===== config.mk =====
export PLATFORM = sky130hd
export DESIGN_NAME = fir_xifu_commit_gen_flat
export DESIGN_NICKNAME = d
export VERILOG_FILES = /design/src/rtl/fir_xifu_pkg.sv /design/src/rtl/fir_xifu_commit_gen_if.sv /design/src/rtl/fir_xifu_id_fifo.sv /design/src/rtl/fir_xifu_commit_gen.sv /design/src/flat_wrapper.sv
export SDC_FILE = /design/constraint.sdc
export NUM_CORES = 1
export LEC_CHECK = 0
export ABC_AREA = 1
export BUFFER_PORTS_ARGS = -buffer_cell sky130_fd_sc_hd__buf_2
export CAP_MARGIN = 40
export CORE_MARGIN = 4
export CORE_UTILIZATION = 50
export DETAILED_ROUTE_END_ITERATION = 8
export PLACE_DENSITY = 0.83
export SLEW_MARGIN = 40
export SYNTH_ARGS = -nofsm -noshare
export SYNTH_HDL_FRONTEND = slang
export SYNTH_HIERARCHICAL = 1
export SYNTH_SLANG_ARGS = --single-unit
export TNS_END_PERCENT = 10

===== constraint.sdc =====
create_clock -name clk_i -period 2.83 [get_ports clk_i]
set_clock_uncertainty 0.15 [all_clocks]
set_input_delay 0.566 -clock clk_i [delete_from_list [all_inputs] [get_ports clk_i]]
set_output_delay 0.566 -clock clk_i [all_outputs]
set_load 0.005 [all_outputs]

===== src/rtl/fir_xifu_pkg.sv =====
// Shared types and constants for the FIR CV-XIF interface unit.
// Latency: n/a (types only).
// Backpressure: n/a.
package fir_xifu_pkg;

  localparam int X_ID_WIDTH = 4;
  localparam int X_ID_MAX   = (1 << X_ID_WIDTH) - 1;

  typedef enum logic [0:0] {
    IDLE  = 1'b0,
    FLUSH = 1'b1
  } fir_xifu_commit_state_e;

  // One beat on the CV-XIF commit channel.
  typedef struct packed {
    logic                  valid;
    logic [X_ID_WIDTH-1:0] id;
    logic                  kill;
  } fir_xifu_commit_t;

endpackage


===== src/rtl/fir_xifu_commit_gen_if.sv =====
// Bundles the issue-observe, resolve and commit signals of the commit generator.
// Latency: n/a (wiring only).
// Backpressure: issue_stall_o and ctrl_ready_o flow from the generator (slave) to the core (master).
interface fir_xifu_commit_gen_if #(
  parameter int X_ID_WIDTH = 4,
  parameter int DEPTH      = 4
);

  logic                    issue_valid_i;
  logic                    issue_ready_i;
  logic                    issue_accept_i;
  logic [X_ID_WIDTH-1:0]   issue_id_i;
  logic                    issue_stall_o;
  logic                    ctrl_valid_i;
  logic                    ctrl_kill_i;
  logic                    ctrl_ready_o;
  logic                    flush_i;
  logic                    commit_valid_o;
  logic [X_ID_WIDTH-1:0]   commit_id_o;
  logic                    commit_kill_o;
  logic [$clog2(DEPTH):0]  outstanding_o;
  logic                    err_o;

  modport master (
    output issue_valid_i, issue_ready_i, issue_accept_i, issue_id_i,
    output ctrl_valid_i, ctrl_kill_i, flush_i,
    input  issue_stall_o, ctrl_ready_o, commit_valid_o, commit_id_o,
    input  commit_kill_o, outstanding_o, err_o
  );

  modport slave (
    input  issue_valid_i, issue_ready_i, issue_accept_i, issue_id_i,
    input  ctrl_valid_i, ctrl_kill_i, flush_i,
    output issue_stall_o, ctrl_ready_o, commit_valid_o, commit_id_o,
    output commit_kill_o, outstanding_o, err_o
  );

endinterface


===== src/rtl/fir_xifu_id_fifo.sv =====
// In-order FIFO of instruction IDs with occupancy count.
// Latency: head visible the cycle after the push into an empty FIFO.
// Backpressure: push ignored when full, pop ignored when empty; caller stalls on full.
module fir_xifu_id_fifo #(
  parameter int DEPTH = 4,
  parameter int WIDTH = 4
) (
  input  logic                   clk,
  input  logic                   rst,
  input  logic                   push,
  input  logic                   pop,
  input  logic [WIDTH-1:0]       push_data,
  output logic [WIDTH-1:0]       head_data,
  output logic                   full,
  output logic                   empty,
  output logic [$clog2(DEPTH):0] count
);

  localparam int AW = $clog2(DEPTH);
  localparam int CW = AW + 1;

  logic [WIDTH-1:0] mem [DEPTH];
  logic [AW-1:0]    wr_ptr;
  logic [AW-1:0]    rd_ptr;
  logic             do_push;
  logic             do_pop;

  assign full      = (count == CW'(DEPTH));
  assign empty     = (count == '0);
  assign do_push   = push & ~full;
  assign do_pop    = pop & ~empty;
  assign head_data = mem[rd_ptr];

  // Storage needs no reset: only entries below count are ever read as valid.
  always_ff @(posedge clk) begin
    if (do_push) mem[wr_ptr] <= push_data;
  end

  // Pointers wrap naturally since DEPTH is a power of two.
  always_ff @(posedge clk) begin
    if (rst) begin
      wr_ptr <= '0;
      rd_ptr <= '0;
      count  <= '0;
    end else begin
      if (do_push) wr_ptr <= wr_ptr + AW'(1);
      if (do_pop)  rd_ptr <= rd_ptr + AW'(1);
      count <= count + CW'(do_push) - CW'(do_pop);
    end
  end

endmodule


===== src/rtl/fir_xifu_commit_gen.sv =====
// Core-side CV-XIF commit generator: one commit/kill per accepted offload ID, in issue order.
// Latency: commit pulse 1 cycle after the pop (ctrl handshake, flush drain or auto-kill).
// Backpressure: issue_stall_o on full or while flushing; ctrl_ready_o low when empty/flushing.
// Optional macro FIR_XIFU_COMMIT_TIMEOUT_EN: auto-kill the head after TIMEOUT idle cycles.
module fir_xifu_commit_gen
  import fir_xifu_pkg::*;
#(
  parameter int X_ID_WIDTH = fir_xifu_pkg::X_ID_WIDTH,
  parameter int DEPTH      = 4,
  parameter int TIMEOUT    = 64
) (
  input logic                  clk_i,
  input logic                  rst_i,
  fir_xifu_commit_gen_if.slave bus
);

  localparam int CW  = $clog2(DEPTH) + 1;
  localparam int NID = 1 << X_ID_WIDTH;

  fir_xifu_commit_state_e state_q, state_d;
  fir_xifu_commit_t       commit_q, commit_d;

  logic [NID-1:0]        bitmap_q;
  logic                  err_q;
  logic                  full;
  logic                  empty;
  logic [CW-1:0]         count;
  logic [X_ID_WIDTH-1:0] head_id;
  logic                  stall;
  logic                  record;
  logic                  dup;
  logic                  push;
  logic                  pop;
  logic                  pop_kill;
  logic                  ctrl_ready;
  logic                  timeout_fire;

  assign stall  = full | (state_q == FLUSH);
  assign record = bus.issue_valid_i & bus.issue_ready_i & bus.issue_accept_i & ~stall;
  // An ID already in flight must never be queued twice; the duplicate is dropped and flagged.
  assign dup    = record & bitmap_q[bus.issue_id_i];
  assign push   = record & ~dup;

  fir_xifu_id_fifo #(
    .DEPTH (DEPTH),
    .WIDTH (X_ID_WIDTH)
  ) u_fifo (
    .clk       (clk_i),
    .rst       (rst_i),
    .push      (push),
    .pop       (pop),
    .push_data (bus.issue_id_i),
    .head_data (head_id),
    .full      (full),
    .empty     (empty),
    .count     (count)
  );

`ifdef FIR_XIFU_COMMIT_TIMEOUT_EN
  localparam int TW = $clog2(TIMEOUT) + 1;
  logic [TW-1:0] age_q;

  // Flush takes precedence over an auto-kill landing in the same cycle.
  assign timeout_fire = (state_q == IDLE) & ~empty & ~bus.flush_i & (age_q == TW'(TIMEOUT - 1));

  // Age of the current head: restarts on every pop and on the first record into an empty FIFO.
  always_ff @(posedge clk_i) begin
    if (rst_i) begin
      age_q <= '0;
    end else if (pop | (push & empty)) begin
      age_q <= '0;
    end else if ((state_q == IDLE) & ~empty) begin
      age_q <= age_q + TW'(1);
    end
  end
`else
  // TIMEOUT only matters when auto-kill is built in.
  logic unused_timeout;
  assign unused_timeout = ^TIMEOUT;
  assign timeout_fire   = 1'b0;
`endif

  // Next state, pop decision and ctrl_ready.
  always_comb begin
    state_d    = state_q;
    ctrl_ready = 1'b0;
    pop        = 1'b0;
    pop_kill   = 1'b0;
    case (state_q)
      IDLE: begin
        ctrl_ready = ~empty & ~bus.flush_i & ~timeout_fire;
        if (timeout_fire) begin
          pop      = 1'b1;
          pop_kill = 1'b1;
        end else if (bus.ctrl_valid_i & ctrl_ready) begin
          pop      = 1'b1;
          pop_kill = bus.ctrl_kill_i;
        end
        // A record in the flush cycle joins the drain, so an empty FIFO plus a push still flushes.
        if (bus.flush_i & (~empty | push)) state_d = FLUSH;
      end
      FLUSH: begin
        pop      = 1'b1;
        pop_kill = 1'b1;
        if (count == CW'(1)) state_d = IDLE;
      end
      default: state_d = IDLE;
    endcase
  end

  // Commit beat registered from the pop decision; id/kill are zeroed when no beat is emitted.
  always_comb begin
    commit_d       = '0;
    commit_d.valid = pop;
    if (pop) begin
      commit_d.id   = head_id;
      commit_d.kill = pop_kill;
    end
  end

  // State, commit output and sticky error registers.
  always_ff @(posedge clk_i) begin
    if (rst_i) begin
      state_q  <= IDLE;
      commit_q <= '0;
      err_q    <= 1'b0;
    end else begin
      state_q  <= state_d;
      commit_q <= commit_d;
      if (dup | (bus.ctrl_valid_i & empty) | timeout_fire) err_q <= 1'b1;
    end
  end

  // Outstanding-ID bitmap mirrors FIFO contents for duplicate detection.
  always_ff @(posedge clk_i) begin
    if (rst_i) begin
      bitmap_q <= '0;
    end else begin
      if (pop)  bitmap_q[head_id]        <= 1'b0;
      if (push) bitmap_q[bus.issue_id_i] <= 1'b1;
    end
  end

  assign bus.issue_stall_o  = stall;
  assign bus.ctrl_ready_o   = ctrl_ready;
  assign bus.commit_valid_o = commit_q.valid;
  assign bus.commit_id_o    = commit_q.id;
  assign bus.commit_kill_o  = commit_q.kill;
  assign bus.outstanding_o  = count;
  assign bus.err_o          = err_q;

endmodule


===== src/flat_wrapper.sv =====
// flat-port wrapper written by rule: the top's interface ports become plain ports
module fir_xifu_commit_gen_flat import fir_xifu_pkg::*;
#(
  parameter int X_ID_WIDTH = fir_xifu_pkg::X_ID_WIDTH,
  parameter int DEPTH      = 4,
  parameter int TIMEOUT    = 64
)
  (clk_i, rst_i, bus_issue_valid_i, bus_issue_ready_i, bus_issue_accept_i, bus_issue_id_i, bus_ctrl_valid_i, bus_ctrl_kill_i, bus_flush_i, bus_issue_stall_o, bus_ctrl_ready_o, bus_commit_valid_o, bus_commit_id_o, bus_commit_kill_o, bus_outstanding_o, bus_err_o);
  fir_xifu_commit_gen_if #(.X_ID_WIDTH(X_ID_WIDTH), .DEPTH(DEPTH)) bus_i ();
  input logic clk_i;
  input logic rst_i;
  input wire logic [$bits(bus_i.issue_valid_i)-1:0] bus_issue_valid_i;
  input wire logic [$bits(bus_i.issue_ready_i)-1:0] bus_issue_ready_i;
  input wire logic [$bits(bus_i.issue_accept_i)-1:0] bus_issue_accept_i;
  input wire logic [$bits(bus_i.issue_id_i)-1:0] bus_issue_id_i;
  input wire logic [$bits(bus_i.ctrl_valid_i)-1:0] bus_ctrl_valid_i;
  input wire logic [$bits(bus_i.ctrl_kill_i)-1:0] bus_ctrl_kill_i;
  input wire logic [$bits(bus_i.flush_i)-1:0] bus_flush_i;
  output wire logic [$bits(bus_i.issue_stall_o)-1:0] bus_issue_stall_o;
  output wire logic [$bits(bus_i.ctrl_ready_o)-1:0] bus_ctrl_ready_o;
  output wire logic [$bits(bus_i.commit_valid_o)-1:0] bus_commit_valid_o;
  output wire logic [$bits(bus_i.commit_id_o)-1:0] bus_commit_id_o;
  output wire logic [$bits(bus_i.commit_kill_o)-1:0] bus_commit_kill_o;
  output wire logic [$bits(bus_i.outstanding_o)-1:0] bus_outstanding_o;
  output wire logic [$bits(bus_i.err_o)-1:0] bus_err_o;
  assign bus_i.issue_valid_i = bus_issue_valid_i;
  assign bus_i.issue_ready_i = bus_issue_ready_i;
  assign bus_i.issue_accept_i = bus_issue_accept_i;
  assign bus_i.issue_id_i = bus_issue_id_i;
  assign bus_i.ctrl_valid_i = bus_ctrl_valid_i;
  assign bus_i.ctrl_kill_i = bus_ctrl_kill_i;
  assign bus_i.flush_i = bus_flush_i;
  assign bus_issue_stall_o = bus_i.issue_stall_o;
  assign bus_ctrl_ready_o = bus_i.ctrl_ready_o;
  assign bus_commit_valid_o = bus_i.commit_valid_o;
  assign bus_commit_id_o = bus_i.commit_id_o;
  assign bus_commit_kill_o = bus_i.commit_kill_o;
  assign bus_outstanding_o = bus_i.outstanding_o;
  assign bus_err_o = bus_i.err_o;
  fir_xifu_commit_gen #(.X_ID_WIDTH(X_ID_WIDTH), .DEPTH(DEPTH), .TIMEOUT(TIMEOUT)) u_core (.clk_i(clk_i), .rst_i(rst_i), .bus(bus_i));
endmodule

==> impl_results.md <==
- Outcome: finished clean
- Register area: 0.00114 mm^2
- Post-DR vias/cell: 5.31
- Via Count: 2083
- GP Congestion: 0.972
- Worst-margin pin slew: 476 ps
- Synthesized net count: 323
- Final Max Tran Viols: 0
- Static leakage: 0.00121 uW
- Cells after synthesis: 304
- Share of layout cells above drive strength 1: 22.2%
- GRT overflow: 0
- Most frequent cells in the layout: nand2_1, nor2_1, inv_1
- Wirelength per Cell: 14.0 um
- # fillers: 417
- Min Clock Period, post-route: 2580 ps
- Worst min-delay path category: reg -> reg
- Ant diodes: 0
- Die area: 0.00602 mm^2
- Hold_buf cts: 0
- Core Footprint: 0.00469 mm^2
- Yosys reg bits: 49
- CP top delay family: simple AND/OR/NAND/NOR gates
- RSZ-0062 raised after global routing: no
- Post-place instance area: 0.00261 mm^2
- Hold Path Stages: 2
- Cts bufs inserted: 5
- Area Growth Syn to Fin: 13.8%
- Setup WS post-layout: 247 ps
- Total wire length: 5.47 mm
- Drt first pass iters: 4
- Critical path capture point type: flip-flop
- I/O Buffers: 23
- Post-CTS setup buffer count: 0
- Vias in the first global route: 1979
- R2R cell count: 15
- Clk root buf: clkbuf_8
- Max_cap viols: 0
- Initial Utilization: 51.6%
- Clock Latency Late Sink: 300 ps
- Worst vdd ir: 0.480 mV
- Slowest Stage Delay on Critical Path: 450 ps
- Tcrit/Tclk final: 91.3%
- Total number of yosys warnings: 6
- DRC: 0
- Remaining antenna violation count: 0
- Tot Pwr: 2110 uW
- Share of the yosys chip area belonging to registers: 47.1%
- Multi-input gate area: 0.00107 mm^2
- Clk buf depth: 2
- WHS Endpoint: u_core/bitmap_q[0]$_SDFF_PP0_
- Register-to-register setup slack: 250 ps
- CP startpoint kind: flip-flop
- Post_cts resized: 0
- Hold_sp: u_core/bitmap_q[0]$_SDFF_PP0_
- Initial DRC Count: 160
- Crit path DAT: 2680 ps
- Most common cell after layout, fill and taps aside: nand2_1
- Htree depth: 2
- FMAX: 387 MHz
- Worst slack, placed: 22.4 ps
- CP max-delay cell: dfxtp_1
- Initial antenna violation count: 0
- Pwr dens: 766 mW/mm^2
- Crit path kind: reg -> reg
- Hold slack: 342 ps
- Clock Pin Slew Worst Setup and Hold Paths: 90 ps
- Die height: 77.6 um
- Final hold vios: 0
- Req. time, crit path: 2930 ps
- Design area: 0.00276 mm^2
- Setup TNS: 0 ps
- Slew HR: 68.3%
- Buf/Inv on CP: 3
- CTS tree: yes
- Cell Area, Synth: 0.00242 mm^2
- DP Wirelength: 4.03 mm
- Terminus of the critical flop-to-flop path: u_core/u_fifo/count[2]$_SDFF_PP0_
- CP Max Fanout: 6
- CP Cell Sequence: nor2_4, nand2_4, inv_1, or2_2, nor2_2, nand2_2, inv_4, nand2_2, ha_1, inv_1, ha_1, fa_1, nand3_1, nand2_1, nor2_1
- Largest net degree at the start of global routing: 21
- First-pass GRT wire length: 9.28 mm
- Ports: 24
- R2R Path Start: u_core/u_fifo/count[1]$_SDFF_PP0_
- Nets: 356
- Die X: 77.6 um
- # setup viols final: 0
- Post-synthesis cell type count: 26
- Clock Sinks: 49
- GRT Overall Usage: 19.4%
- Core Rows: 25
- Syn Area/Cell: 7.96 um^2
[worst max-delay path by stage]
stage	start	endpoint	depth (start not counted)
global placement	bus_issue_id_i[0]	u_core/u_fifo/count[2]$_SDFF_PP0_	18
detailed placement	bus_issue_id_i[0]	u_core/u_fifo/count[2]$_SDFF_PP0_	18
finish	u_core/u_fifo/count[1]$_SDFF_PP0_	u_core/u_fifo/count[2]$_SDFF_PP0_	15
floorplan	bus_issue_id_i[0]	u_core/u_fifo/count[2]$_SDFF_PP0_	18
CTS	u_core/u_fifo/count[0]$_SDFF_PP0_	u_core/u_fifo/count[2]$_SDFF_PP0_	15
global route	u_core/u_fifo/count[0]$_SDFF_PP0_	u_core/u_fifo/count[1]$_SDFF_PP0_	14
[routing by layer]
metal	vias up	wire length [um]	global-route usage, %
li1	1037	-	-
met1	988	2400	24.2
met2	50	2700	33.4
met3	8	277	3.94
met4	0	97	5.87
met5	-	0	0
[where the power goes]
part,switching (uW),internal (uW),total (uW)
clock network,234,356,590
registers,69.5,794,864
logic,430,228,658
total,733,1380,2110
[layout make-up]
class,instances,area share (%)
clock buffer,5,2.50
clock inverter,3,2.50
inverter,42,5.81
multi-input combinational,208,39.0
sequential,49,41.4
tap,54,2.45
timing repair buffer,31,6.36
[cells in the mapped netlist]
cell type,n,share of area (%)
nand2_1,64,9.9
nor2_1,52,8.1
inv_1,38,5.9
dfxtp_1,33,27
o21ai_0,19,3.9
edfxtp_1,16,20
nand2_2,15,3.9
a21oi_1,14,2.9
a21oi_2,10,3.6
nand3_1,8,1.7
o31ai_1,7,2.2
ha_1,6,3.1
o22ai_1,4,1.0
inv_2,3,0.47
clkbuf_1,2,0.31
nand2_4,2,0.93
nor2_2,2,0.52
a31oi_4,1,0.88
buf_12,1,0.83
buf_4,1,0.31
buf_6,1,0.47
fa_1,1,0.83
inv_4,1,0.26
nor2_4,1,0.47
nor3_1,1,0.21
or2_2,1,0.26
[flip-flops by register name, summed over array words and instances (netlist names), named ones only]
register                   flops
u_core/bus.commit_id_o         4
u_core/u_fifo/wr_ptr           2
u_core/u_fifo/rd_ptr           2
u_core/bus.commit_kill_o       1
u_core/state_q                 1
u_core/u_fifo/mem             16
u_core/bus.commit_valid_o      1
u_core/u_fifo/count            3
u_core/bitmap_q               16
u_core/bus.err_o               1
[through the flow]
step / util, % / instances
floorplan: - / 304
global placement: 55.6 / 383
detailed placement: 55.6 / 383
CTS: 58.6 / 391
global route: 58.7 / 392
finish: 58.7 / 392
[worst min-delay path: stages, from the launching register on]
cell and delay (ps):
dfxtp_1 320, o21ai_0 70, a21oi_1 60
[cells by family after synthesis]
family	after synthesis	share of synthesized area (%)
DFF	49	47.1
adders and majority gates	7	3.93
AOI/OAI and AO/OA	55	14.5
and+or+nand+nor	146	25.9
buffers and inverters	47	8.53
Note: power is estimated with default switching activity, not from simulation.
